===== config.mk =====
export PLATFORM = sky130hd
export DESIGN_NAME = ex_stage_flat
export DESIGN_NICKNAME = d
export VERILOG_FILES = /design/src/rtl/ex_stage_if.sv /design/src/rtl/ex_stage.sv /design/src/flat_wrapper.sv
export SDC_FILE = /design/constraint.sdc
export NUM_CORES = 2
export LEC_CHECK = 0
export BUFFER_PORTS_ARGS = -buffer_cell sky130_fd_sc_hd__buf_4
export CELL_PAD_IN_SITES_DETAIL_PLACEMENT = 1
export CELL_PAD_IN_SITES_GLOBAL_PLACEMENT = 1
export CORE_AREA = 5 5 374 376
export CTS_CLUSTER_SIZE = 40
export DETAILED_ROUTE_END_ITERATION = 10
export DIE_AREA = 0 0 379 381
export HOLD_SLACK_MARGIN = 0.15
export PLACE_DENSITY_LB_ADDON = 0.1
export SLEW_MARGIN = 10
export SYNTH_ARGS = -nofsm -noshare
export SYNTH_HDL_FRONTEND = slang
export SYNTH_SLANG_ARGS = --single-unit

===== constraint.sdc =====
create_clock -name clk -period 21.5 [get_ports clk]
set_input_delay 4.3 -clock clk [delete_from_list [all_inputs] [get_ports clk]]
set_output_delay 4.3 -clock clk [all_outputs]
set_load 0.02 [all_outputs]

===== src/rtl/ex_stage_if.sv =====
// Execute-stage op encodings and the decode->EX / EX->MEM bundle of the execute stage.
// Package first, then the interface that carries every non-clock/reset port.
package ex_stage_pkg;
  localparam int unsigned REG_W   = 32;
  localparam int unsigned ADDR_W  = 5;
  localparam int unsigned ALUOP_W = 8;
  localparam int unsigned ALUSEL_W = 3;
  localparam int unsigned DREG_W  = 64;

  localparam logic [ALUOP_W-1:0] EXE_AND_OP   = 8'b0010_0100;
  localparam logic [ALUOP_W-1:0] EXE_OR_OP    = 8'b0010_0101;
  localparam logic [ALUOP_W-1:0] EXE_XOR_OP   = 8'b0010_0110;
  localparam logic [ALUOP_W-1:0] EXE_NOR_OP   = 8'b0010_0111;
  localparam logic [ALUOP_W-1:0] EXE_SLL_OP   = 8'b0111_1100;
  localparam logic [ALUOP_W-1:0] EXE_SRL_OP   = 8'b0000_0010;
  localparam logic [ALUOP_W-1:0] EXE_SRA_OP   = 8'b0000_0011;
  localparam logic [ALUOP_W-1:0] EXE_MOVZ_OP  = 8'b0000_1010;
  localparam logic [ALUOP_W-1:0] EXE_MOVN_OP  = 8'b0000_1011;
  localparam logic [ALUOP_W-1:0] EXE_MFHI_OP  = 8'b0001_0000;
  localparam logic [ALUOP_W-1:0] EXE_MTHI_OP  = 8'b0001_0001;
  localparam logic [ALUOP_W-1:0] EXE_MFLO_OP  = 8'b0001_0010;
  localparam logic [ALUOP_W-1:0] EXE_MTLO_OP  = 8'b0001_0011;
  localparam logic [ALUOP_W-1:0] EXE_SLT_OP   = 8'b0010_1010;
  localparam logic [ALUOP_W-1:0] EXE_SLTU_OP  = 8'b0010_1011;
  localparam logic [ALUOP_W-1:0] EXE_ADD_OP   = 8'b0010_0000;
  localparam logic [ALUOP_W-1:0] EXE_ADDU_OP  = 8'b0010_0001;
  localparam logic [ALUOP_W-1:0] EXE_SUB_OP   = 8'b0010_0010;
  localparam logic [ALUOP_W-1:0] EXE_SUBU_OP  = 8'b0010_0011;
  localparam logic [ALUOP_W-1:0] EXE_ADDI_OP  = 8'b0101_0101;
  localparam logic [ALUOP_W-1:0] EXE_ADDIU_OP = 8'b0101_0110;
  localparam logic [ALUOP_W-1:0] EXE_CLZ_OP   = 8'b1011_0000;
  localparam logic [ALUOP_W-1:0] EXE_CLO_OP   = 8'b1011_0001;
  localparam logic [ALUOP_W-1:0] EXE_MULT_OP  = 8'b0001_1000;
  localparam logic [ALUOP_W-1:0] EXE_MULTU_OP = 8'b0001_1001;
  localparam logic [ALUOP_W-1:0] EXE_MUL_OP   = 8'b1010_1001;
  localparam logic [ALUOP_W-1:0] EXE_MADD_OP  = 8'b1010_0110;
  localparam logic [ALUOP_W-1:0] EXE_MADDU_OP = 8'b1010_1000;
  localparam logic [ALUOP_W-1:0] EXE_MSUB_OP  = 8'b1010_1010;
  localparam logic [ALUOP_W-1:0] EXE_MSUBU_OP = 8'b1010_1011;

  localparam logic [ALUSEL_W-1:0] EXE_RES_NOP        = 3'b000;
  localparam logic [ALUSEL_W-1:0] EXE_RES_LOGIC      = 3'b001;
  localparam logic [ALUSEL_W-1:0] EXE_RES_SHIFT      = 3'b010;
  localparam logic [ALUSEL_W-1:0] EXE_RES_MOVE       = 3'b011;
  localparam logic [ALUSEL_W-1:0] EXE_RES_ARITHMETIC = 3'b100;
  localparam logic [ALUSEL_W-1:0] EXE_RES_MUL        = 3'b101;
endpackage

interface ex_stage_if;
  import ex_stage_pkg::*;

  logic [ALUOP_W-1:0]  aluop_i;
  logic [ALUSEL_W-1:0] alusel_i;
  logic [REG_W-1:0]    reg1_i;
  logic [REG_W-1:0]    reg2_i;
  logic [ADDR_W-1:0]   wd_i;
  logic                wreg_i;
  logic [REG_W-1:0]    hi_i;
  logic [REG_W-1:0]    lo_i;
  logic                mem_whilo_i;
  logic [REG_W-1:0]    mem_hi_i;
  logic [REG_W-1:0]    mem_lo_i;
  logic                wb_whilo_i;
  logic [REG_W-1:0]    wb_hi_i;
  logic [REG_W-1:0]    wb_lo_i;
  logic                stall_i;
  logic [ADDR_W-1:0]   wd_o;
  logic                wreg_o;
  logic [REG_W-1:0]    wdata_o;
  logic                whilo_o;
  logic [REG_W-1:0]    hi_o;
  logic [REG_W-1:0]    lo_o;
  logic                stallreq;

  modport master (
    output aluop_i, alusel_i, reg1_i, reg2_i, wd_i, wreg_i, hi_i, lo_i,
           mem_whilo_i, mem_hi_i, mem_lo_i, wb_whilo_i, wb_hi_i, wb_lo_i, stall_i,
    input  wd_o, wreg_o, wdata_o, whilo_o, hi_o, lo_o, stallreq
  );

  modport slave (
    input  aluop_i, alusel_i, reg1_i, reg2_i, wd_i, wreg_i, hi_i, lo_i,
           mem_whilo_i, mem_hi_i, mem_lo_i, wb_whilo_i, wb_hi_i, wb_lo_i, stall_i,
    output wd_o, wreg_o, wdata_o, whilo_o, hi_o, lo_o, stallreq
  );
endinterface


===== src/rtl/ex_stage.sv =====
// Execute stage: combinational ALU, HI/LO forwarding and the two-cycle multiply-accumulate.
// Define EX_OVF_SUPPRESS_EN to drop the register write on signed ADD/ADDI/SUB overflow.
module ex_stage
  import ex_stage_pkg::*;
(
  input  logic      clk,
  input  logic      rst,
  ex_stage_if.slave bus
);
  typedef enum logic {IDLE = 1'b0, ACC = 1'b1} state_t;

  state_t            state, state_nxt;
  logic [DREG_W-1:0] acc_tmp, acc_nxt;

  logic [REG_W-1:0]  r1, r2, hi_cur, lo_cur;
  logic [REG_W-1:0]  sum, diff, lz_src;
  logic [REG_W-1:0]  logic_res, shift_res, move_res, arith_res, wdata_res;
  logic [DREG_W-1:0] op1_ext, op2_ext, prod, madd_term, acc_sum;
  logic [5:0]        lz_cnt;
  logic [4:0]        sh;
  logic              is_madd, is_msub, mul_signed, ovf;

  assign r1 = bus.reg1_i;
  assign r2 = bus.reg2_i;
  assign sh = bus.reg1_i[4:0];

  // Youngest in-flight HI/LO write wins.
  always_comb begin
    if (bus.mem_whilo_i) begin
      hi_cur = bus.mem_hi_i;
      lo_cur = bus.mem_lo_i;
    end else if (bus.wb_whilo_i) begin
      hi_cur = bus.wb_hi_i;
      lo_cur = bus.wb_lo_i;
    end else begin
      hi_cur = bus.hi_i;
      lo_cur = bus.lo_i;
    end
  end

  assign is_madd    = bus.aluop_i inside {EXE_MADD_OP, EXE_MADDU_OP, EXE_MSUB_OP, EXE_MSUBU_OP};
  assign is_msub    = bus.aluop_i inside {EXE_MSUB_OP, EXE_MSUBU_OP};
  assign mul_signed = bus.aluop_i inside {EXE_MULT_OP, EXE_MUL_OP, EXE_MADD_OP, EXE_MSUB_OP};

  // One shared multiplier; signedness comes from how the operands are extended.
  assign op1_ext   = mul_signed ? {{REG_W{r1[REG_W-1]}}, r1} : {{REG_W{1'b0}}, r1};
  assign op2_ext   = mul_signed ? {{REG_W{r2[REG_W-1]}}, r2} : {{REG_W{1'b0}}, r2};
  assign prod      = op1_ext * op2_ext;
  assign madd_term = is_msub ? (~prod + 64'd1) : prod;
  assign acc_sum   = {hi_cur, lo_cur} + acc_tmp;

  assign sum  = r1 + r2;
  assign diff = r1 - r2;

`ifdef EX_OVF_SUPPRESS_EN
  always_comb begin
    ovf = 1'b0;
    if (bus.aluop_i inside {EXE_ADD_OP, EXE_ADDI_OP})
      ovf = (r1[REG_W-1] == r2[REG_W-1]) && (sum[REG_W-1] != r1[REG_W-1]);
    else if (bus.aluop_i == EXE_SUB_OP)
      ovf = (r1[REG_W-1] != r2[REG_W-1]) && (diff[REG_W-1] != r1[REG_W-1]);
  end
`else
  assign ovf = 1'b0;
`endif

  // CLO counts leading ones as leading zeros of the complement.
  always_comb begin
    lz_src = (bus.aluop_i == EXE_CLO_OP) ? ~r1 : r1;
    lz_cnt = 6'd32;
    for (int i = 0; i < 32; i++)
      if (lz_src[i]) lz_cnt = 6'(31 - i);
  end

  always_comb begin
    logic_res = '0;
    shift_res = '0;
    move_res  = '0;
    arith_res = '0;
    case (bus.aluop_i)
      EXE_OR_OP:   logic_res = r1 | r2;
      EXE_AND_OP:  logic_res = r1 & r2;
      EXE_XOR_OP:  logic_res = r1 ^ r2;
      EXE_NOR_OP:  logic_res = ~(r1 | r2);
      EXE_SLL_OP:  shift_res = r2 << sh;
      EXE_SRL_OP:  shift_res = r2 >> sh;
      EXE_SRA_OP:  shift_res = 32'($signed(r2) >>> sh);
      EXE_MFHI_OP: move_res  = hi_cur;
      EXE_MFLO_OP: move_res  = lo_cur;
      EXE_MOVZ_OP, EXE_MOVN_OP: move_res = r1;
      EXE_ADD_OP, EXE_ADDU_OP, EXE_ADDI_OP, EXE_ADDIU_OP: arith_res = sum;
      EXE_SUB_OP, EXE_SUBU_OP: arith_res = diff;
      EXE_SLT_OP:  arith_res = {31'b0, $signed(r1) < $signed(r2)};
      EXE_SLTU_OP: arith_res = {31'b0, r1 < r2};
      EXE_CLZ_OP, EXE_CLO_OP: arith_res = 32'(lz_cnt);
      default: ;
    endcase
  end

  always_comb begin
    case (bus.alusel_i)
      EXE_RES_LOGIC:      wdata_res = logic_res;
      EXE_RES_SHIFT:      wdata_res = shift_res;
      EXE_RES_MOVE:       wdata_res = move_res;
      EXE_RES_ARITHMETIC: wdata_res = arith_res;
      EXE_RES_MUL:        wdata_res = prod[REG_W-1:0];
      EXE_RES_NOP:        wdata_res = '0;
      default:            wdata_res = '0;
    endcase
  end

  always_ff @(posedge clk) begin
    if (rst) begin
      state   <= IDLE;
      acc_tmp <= '0;
    end else begin
      state   <= state_nxt;
      acc_tmp <= acc_nxt;
    end
  end

  // Capture the product in IDLE, then leave ACC once the stage is released or flushed.
  always_comb begin
    state_nxt = state;
    acc_nxt   = acc_tmp;
    unique case (state)
      IDLE: if (is_madd && !bus.stall_i) begin
        state_nxt = ACC;
        acc_nxt   = madd_term;
      end
      ACC:  if (!is_madd || !bus.stall_i) state_nxt = IDLE;
    endcase
  end

  always_comb begin
    bus.wd_o     = '0;
    bus.wreg_o   = 1'b0;
    bus.wdata_o  = '0;
    bus.whilo_o  = 1'b0;
    bus.hi_o     = '0;
    bus.lo_o     = '0;
    bus.stallreq = 1'b0;
    if (!rst) begin
      bus.wd_o    = bus.wd_i;
      bus.wreg_o  = bus.wreg_i & ~ovf;
      bus.wdata_o = wdata_res;
      case (bus.aluop_i)
        EXE_MTHI_OP: begin
          bus.whilo_o = 1'b1;
          bus.hi_o    = r1;
          bus.lo_o    = lo_cur;
        end
        EXE_MTLO_OP: begin
          bus.whilo_o = 1'b1;
          bus.hi_o    = hi_cur;
          bus.lo_o    = r1;
        end
        EXE_MULT_OP, EXE_MULTU_OP: begin
          bus.whilo_o = 1'b1;
          {bus.hi_o, bus.lo_o} = prod;
        end
        default: ;
      endcase
      if (is_madd) begin
        if (state == IDLE) begin
          bus.stallreq = 1'b1;
        end else begin
          bus.whilo_o = 1'b1;
          {bus.hi_o, bus.lo_o} = acc_sum;
        end
      end
    end
  end
endmodule


===== src/flat_wrapper.sv =====
// flat-port wrapper written by rule: the top's interface ports become plain ports
module ex_stage_flat import ex_stage_pkg::*;
  (clk, rst, bus_aluop_i, bus_alusel_i, bus_reg1_i, bus_reg2_i, bus_wd_i, bus_wreg_i, bus_hi_i, bus_lo_i, bus_mem_whilo_i, bus_mem_hi_i, bus_mem_lo_i, bus_wb_whilo_i, bus_wb_hi_i, bus_wb_lo_i, bus_stall_i, bus_wd_o, bus_wreg_o, bus_wdata_o, bus_whilo_o, bus_hi_o, bus_lo_o, bus_stallreq);
  ex_stage_if bus_i ();
  input  logic clk;
  input  logic rst;
  input wire logic [$bits(bus_i.aluop_i)-1:0] bus_aluop_i;
  input wire logic [$bits(bus_i.alusel_i)-1:0] bus_alusel_i;
  input wire logic [$bits(bus_i.reg1_i)-1:0] bus_reg1_i;
  input wire logic [$bits(bus_i.reg2_i)-1:0] bus_reg2_i;
  input wire logic [$bits(bus_i.wd_i)-1:0] bus_wd_i;
  input wire logic [$bits(bus_i.wreg_i)-1:0] bus_wreg_i;
  input wire logic [$bits(bus_i.hi_i)-1:0] bus_hi_i;
  input wire logic [$bits(bus_i.lo_i)-1:0] bus_lo_i;
  input wire logic [$bits(bus_i.mem_whilo_i)-1:0] bus_mem_whilo_i;
  input wire logic [$bits(bus_i.mem_hi_i)-1:0] bus_mem_hi_i;
  input wire logic [$bits(bus_i.mem_lo_i)-1:0] bus_mem_lo_i;
  input wire logic [$bits(bus_i.wb_whilo_i)-1:0] bus_wb_whilo_i;
  input wire logic [$bits(bus_i.wb_hi_i)-1:0] bus_wb_hi_i;
  input wire logic [$bits(bus_i.wb_lo_i)-1:0] bus_wb_lo_i;
  input wire logic [$bits(bus_i.stall_i)-1:0] bus_stall_i;
  output wire logic [$bits(bus_i.wd_o)-1:0] bus_wd_o;
  output wire logic [$bits(bus_i.wreg_o)-1:0] bus_wreg_o;
  output wire logic [$bits(bus_i.wdata_o)-1:0] bus_wdata_o;
  output wire logic [$bits(bus_i.whilo_o)-1:0] bus_whilo_o;
  output wire logic [$bits(bus_i.hi_o)-1:0] bus_hi_o;
  output wire logic [$bits(bus_i.lo_o)-1:0] bus_lo_o;
  output wire logic [$bits(bus_i.stallreq)-1:0] bus_stallreq;
  assign bus_i.aluop_i = bus_aluop_i;
  assign bus_i.alusel_i = bus_alusel_i;
  assign bus_i.reg1_i = bus_reg1_i;
  assign bus_i.reg2_i = bus_reg2_i;
  assign bus_i.wd_i = bus_wd_i;
  assign bus_i.wreg_i = bus_wreg_i;
  assign bus_i.hi_i = bus_hi_i;
  assign bus_i.lo_i = bus_lo_i;
  assign bus_i.mem_whilo_i = bus_mem_whilo_i;
  assign bus_i.mem_hi_i = bus_mem_hi_i;
  assign bus_i.mem_lo_i = bus_mem_lo_i;
  assign bus_i.wb_whilo_i = bus_wb_whilo_i;
  assign bus_i.wb_hi_i = bus_wb_hi_i;
  assign bus_i.wb_lo_i = bus_wb_lo_i;
  assign bus_i.stall_i = bus_stall_i;
  assign bus_wd_o = bus_i.wd_o;
  assign bus_wreg_o = bus_i.wreg_o;
  assign bus_wdata_o = bus_i.wdata_o;
  assign bus_whilo_o = bus_i.whilo_o;
  assign bus_hi_o = bus_i.hi_o;
  assign bus_lo_o = bus_i.lo_o;
  assign bus_stallreq = bus_i.stallreq;
  ex_stage u_core (.clk(clk), .rst(rst), .bus(bus_i));
endmodule

==> reports/metrics.json <==
{
  "final_layout": {
    "instances_no_fill": 10200,
    "synthToLayoutAreaGrowth_pct": 7.47,
    "final_area_um2": 72400,
    "layout.nets": 10600,
    "seq_area_um2": 1300,
    "multi_input_logic_area_um2": 57800,
    "mostFrequentLayoutCells": "sky130_fd_sc_hd__inv_1, sky130_fd_sc_hd__fa_1, sky130_fd_sc_hd__nand2_1",
    "layout_commonest_cell": "sky130_fd_sc_hd__inv_1",
    "drive_above_1_share_pct": 8.32,
    "final.fill_count": 16600
  },
  "worst_setup_path": {
    "crit_cells": 40,
    "cp_num_buf_inv": 10,
    "worstPathRequired_ns": 17.20,
    "critical_path.top_delay_family": "adder cells",
    "cp_common_cell": "sky130_fd_sc_hd__fa_1",
    "worstPathArrival_ns": 16.51,
    "criticalPathCategory": "in2out",
    "cp_max_fo": 22,
    "delay_contributed_by_the_slowest_stage_of_the_critical_path_ns": 0.93,
    "rr_worst_depth": 5,
    "critical_path_s_slowest_cell": "sky130_fd_sc_hd__fa_1",
    "crit_path_start_kind": "input pin",
    "critical_path.endpoint_type": "output pin"
  },
  "sta": {
    "rsz_0062_raised_after_global_routing": "false",
    "timing.clock.skew_ns": 0.0118,
    "timing.final.crit_period_ns": 20.81,
    "setup_tns_ns": 0,
    "slew_headroom_pct": 1.84,
    "worstMarginPinSlew_ns": 1.47,
    "maxSlewViolCount": 0,
    "worst_slack_ns": 0.687,
    "timing_hold_violations_final": 0,
    "final.period_utilization_pct": 96.8,
    "setup_viol": 0,
    "maxClockFrequency_mhz": 48.0
  },
  "placement": {
    "place_area_um2": 72000,
    "place_congestion": 1.05,
    "io_buffer_count": 381,
    "dp.final_hpwl_mm": 288,
    "placed_cells": 10200,
    "pre_cts_slack_ns": 0.581
  },
  "worst_hold_path": {
    "min_path_cells": 2,
    "holdCritPathClass": "reg2reg"
  },
  "clock_network": {
    "tritoncts": "done",
    "tritoncts.num_buffers": 9,
    "post_cts_setup_buffers": 0,
    "clkSlewWorstSetupHoldPaths_ns": 0.07,
    "master_cell_of_the_clock_root_buffer": "sky130_fd_sc_hd__clkbuf_16",
    "cts.sink_count": 65,
    "clock_tree.htree_level_count": 3,
    "max-clock-path-buffers": 2,
    "clock_latency_ns": 0.36
  },
  "grt": {
    "first_global_vias": 69700,
    "grt_antenna_before_repair": 41,
    "globalRoute.totalOverflow": 0,
    "grt_start_max_net_pins": 99,
    "grtUsageMet1_pct": 59.0,
    "grtUsageMet2_pct": 71.2,
    "grt.busiest_layer": "met2",
    "groute.usage.overall_pct": 49.0,
    "grt_pass1_wl_mm": 504,
    "grt_util_met3_pct": 19.0
  },
  "floorplan": {
    "fp.dieH_um": 381,
    "die_x_um": 379,
    "design.core.area_um2": 136000,
    "num_io_pins": 382,
    "floorplan.die_area_um2": 144000,
    "initial_core_util_pct": 49.4,
    "num_rows": 136
  },
  "flow_run": {
    "maxCapViolations": 0
  },
  "routing": {
    "drc": 0,
    "finalWirelength_mm": 360,
    "route.detailed.vias_per_inst": 6.48,
    "drt.antenna.violating_nets": 0,
    "detailedRoute.firstIterationViolations": 8255,
    "route.vias.total": 66100,
    "routedWlPerCell_um": 35.2,
    "drt-pass1-iter-count": 7
  },
  "synth": {
    "synth_area_per_cell_um2": 8.10,
    "synth_async_sr_flop_share_pct": 0,
    "synth.yosys.seq_area_share_pct": 1.93,
    "synth-edff-count": 0,
    "synth_area_um2": 67400,
    "ys_warn_count": 0,
    "synthFlopType": "sky130_fd_sc_hd__dfxtp_1",
    "postSynthRegisterBits": 65,
    "postSynthCellCount": 8322,
    "synthesis.nets": 10500,
    "synth_cell_type_count": 96
  },
  "status": {
    "result_of_the_run": "complete, no violations"
  }
}
## worst register-to-register path: stages, from the launching register on
cell,delay [ns]
sky130_fd_sc_hd__dfxtp_1,0.49
sky130_fd_sc_hd__nor3_2,0.25
sky130_fd_sc_hd__buf_4,0.53
sky130_fd_sc_hd__buf_4,0.66
sky130_fd_sc_hd__nor2_1,0.22
sky130_fd_sc_hd__a211oi_1,0.25
## cell type report
type,instances,area share (%)
multi-input combinational,6020,79.8
inverter,1734,8.99
sequential,65,1.80
timing repair buffer,556,5.80
antenna,27,0.0933
tap,1794,3.10
clock buffer,9,0.311
clock inverter,7,0.116
## logic make-up after synthesis
family	count (synthesis)	share of synthesized area (%)
AO/OA/AOI/OAI	1411	13.6
XOR/XNOR	256	3.33
adder cells (fa/ha/maj)	1890	51.0
buffers and inverters	2237	12.5
flip-flops	65	1.93
multiplexers	239	3.73
AND/OR/NAND/NOR	2224	13.9
## per-stage QoR
step,util [%],hold slack [ns]
2_1_floorplan,-,0.436
3_3_place_gp,52.7,0.448
3_5_place_dp,52.7,0.452
4_1_cts,53.0,0.463
5_1_grt,53.0,0.485
6_report,53.1,0.467
## final timing paths
kind	startpoint	end	slack (ns)
max	bus_aluop_i[6]	bus_hi_o[31]	0.69
min	u_core.acc_tmp[0]$_SDFFE_PP0P_	u_core.acc_tmp[0]$_SDFFE_PP0P_	0.47
max reg2reg	u_core.state$_SDFF_PP0_	u_core.acc_tmp[2]$_SDFFE_PP0P_	19.00
min reg2reg	u_core.acc_tmp[0]$_SDFFE_PP0P_	u_core.acc_tmp[0]$_SDFFE_PP0P_	0.47
## flip-flops by register name (all words and copies together) (netlist names)
signal,count
u_core.acc_tmp,64
u_core.state,1
## timing repair
item	4_1_cts	5_1_grt
endpoints found under the hold margin	0	0
hold buffers	0	0
endpoints found under the setup margin	0	1
resized for setup	0	3
## cell usage after synthesis, types with 8 or more instances
cell type	number	area share, %
sky130_fd_sc_hd__inv_1	1710	9.5
sky130_fd_sc_hd__fa_1	1426	42
sky130_fd_sc_hd__nand2_1	1068	6.0
sky130_fd_sc_hd__nor2_1	707	3.9
sky130_fd_sc_hd__ha_1	464	8.6
sky130_fd_sc_hd__clkbuf_1	397	2.2
sky130_fd_sc_hd__a21oi_1	382	2.8
sky130_fd_sc_hd__o21ai_0	321	2.4
sky130_fd_sc_hd__mux2i_1	186	2.8
sky130_fd_sc_hd__xnor2_1	181	2.4
sky130_fd_sc_hd__a21o_1	106	1.2
sky130_fd_sc_hd__buf_1	104	0.58
sky130_fd_sc_hd__nor3_1	99	0.74
sky130_fd_sc_hd__a211oi_1	91	1.0
sky130_fd_sc_hd__nand3_1	78	0.58
sky130_fd_sc_hd__xor2_1	75	0.98
sky130_fd_sc_hd__dfxtp_1	65	1.9
sky130_fd_sc_hd__o22ai_1	59	0.55
sky130_fd_sc_hd__a31oi_1	48	0.45
sky130_fd_sc_hd__mux2_2	48	0.80
sky130_fd_sc_hd__o21bai_1	48	0.53
sky130_fd_sc_hd__and3_1	42	0.39
sky130_fd_sc_hd__a222oi_1	40	0.59
sky130_fd_sc_hd__nand2b_1	38	0.35
sky130_fd_sc_hd__a22oi_1	35	0.39
sky130_fd_sc_hd__nor2b_1	33	0.31
sky130_fd_sc_hd__or3_1	33	0.31
sky130_fd_sc_hd__o211ai_1	30	0.33
sky130_fd_sc_hd__o21a_1	30	0.33
sky130_fd_sc_hd__a221oi_1	28	0.36
sky130_fd_sc_hd__nand4_1	26	0.24
sky130_fd_sc_hd__o221ai_1	24	0.31
sky130_fd_sc_hd__o31ai_1	24	0.27
sky130_fd_sc_hd__and2_1	23	0.21
sky130_fd_sc_hd__clkinv_1	19	0.11
sky130_fd_sc_hd__a221o_1	17	0.25
sky130_fd_sc_hd__a211o_1	16	0.21
sky130_fd_sc_hd__nor4_1	16	0.15
sky130_fd_sc_hd__or4_1	13	0.14
sky130_fd_sc_hd__a311oi_1	12	0.16
sky130_fd_sc_hd__or2_2	10	0.093
sky130_fd_sc_hd__a31o_2	8	0.10
sky130_fd_sc_hd__and4_1	8	0.10
## layer usage
layer,part of all wire (%),wire (um)
met1,35,126000
met2,42,150000
met3,14,49900
met4,9.5,34300
met5,0.096,346
Power is left out: the tool's default activity adds up to more than one toggle a clock period on the data nets, which glitch-free logic cannot reach.
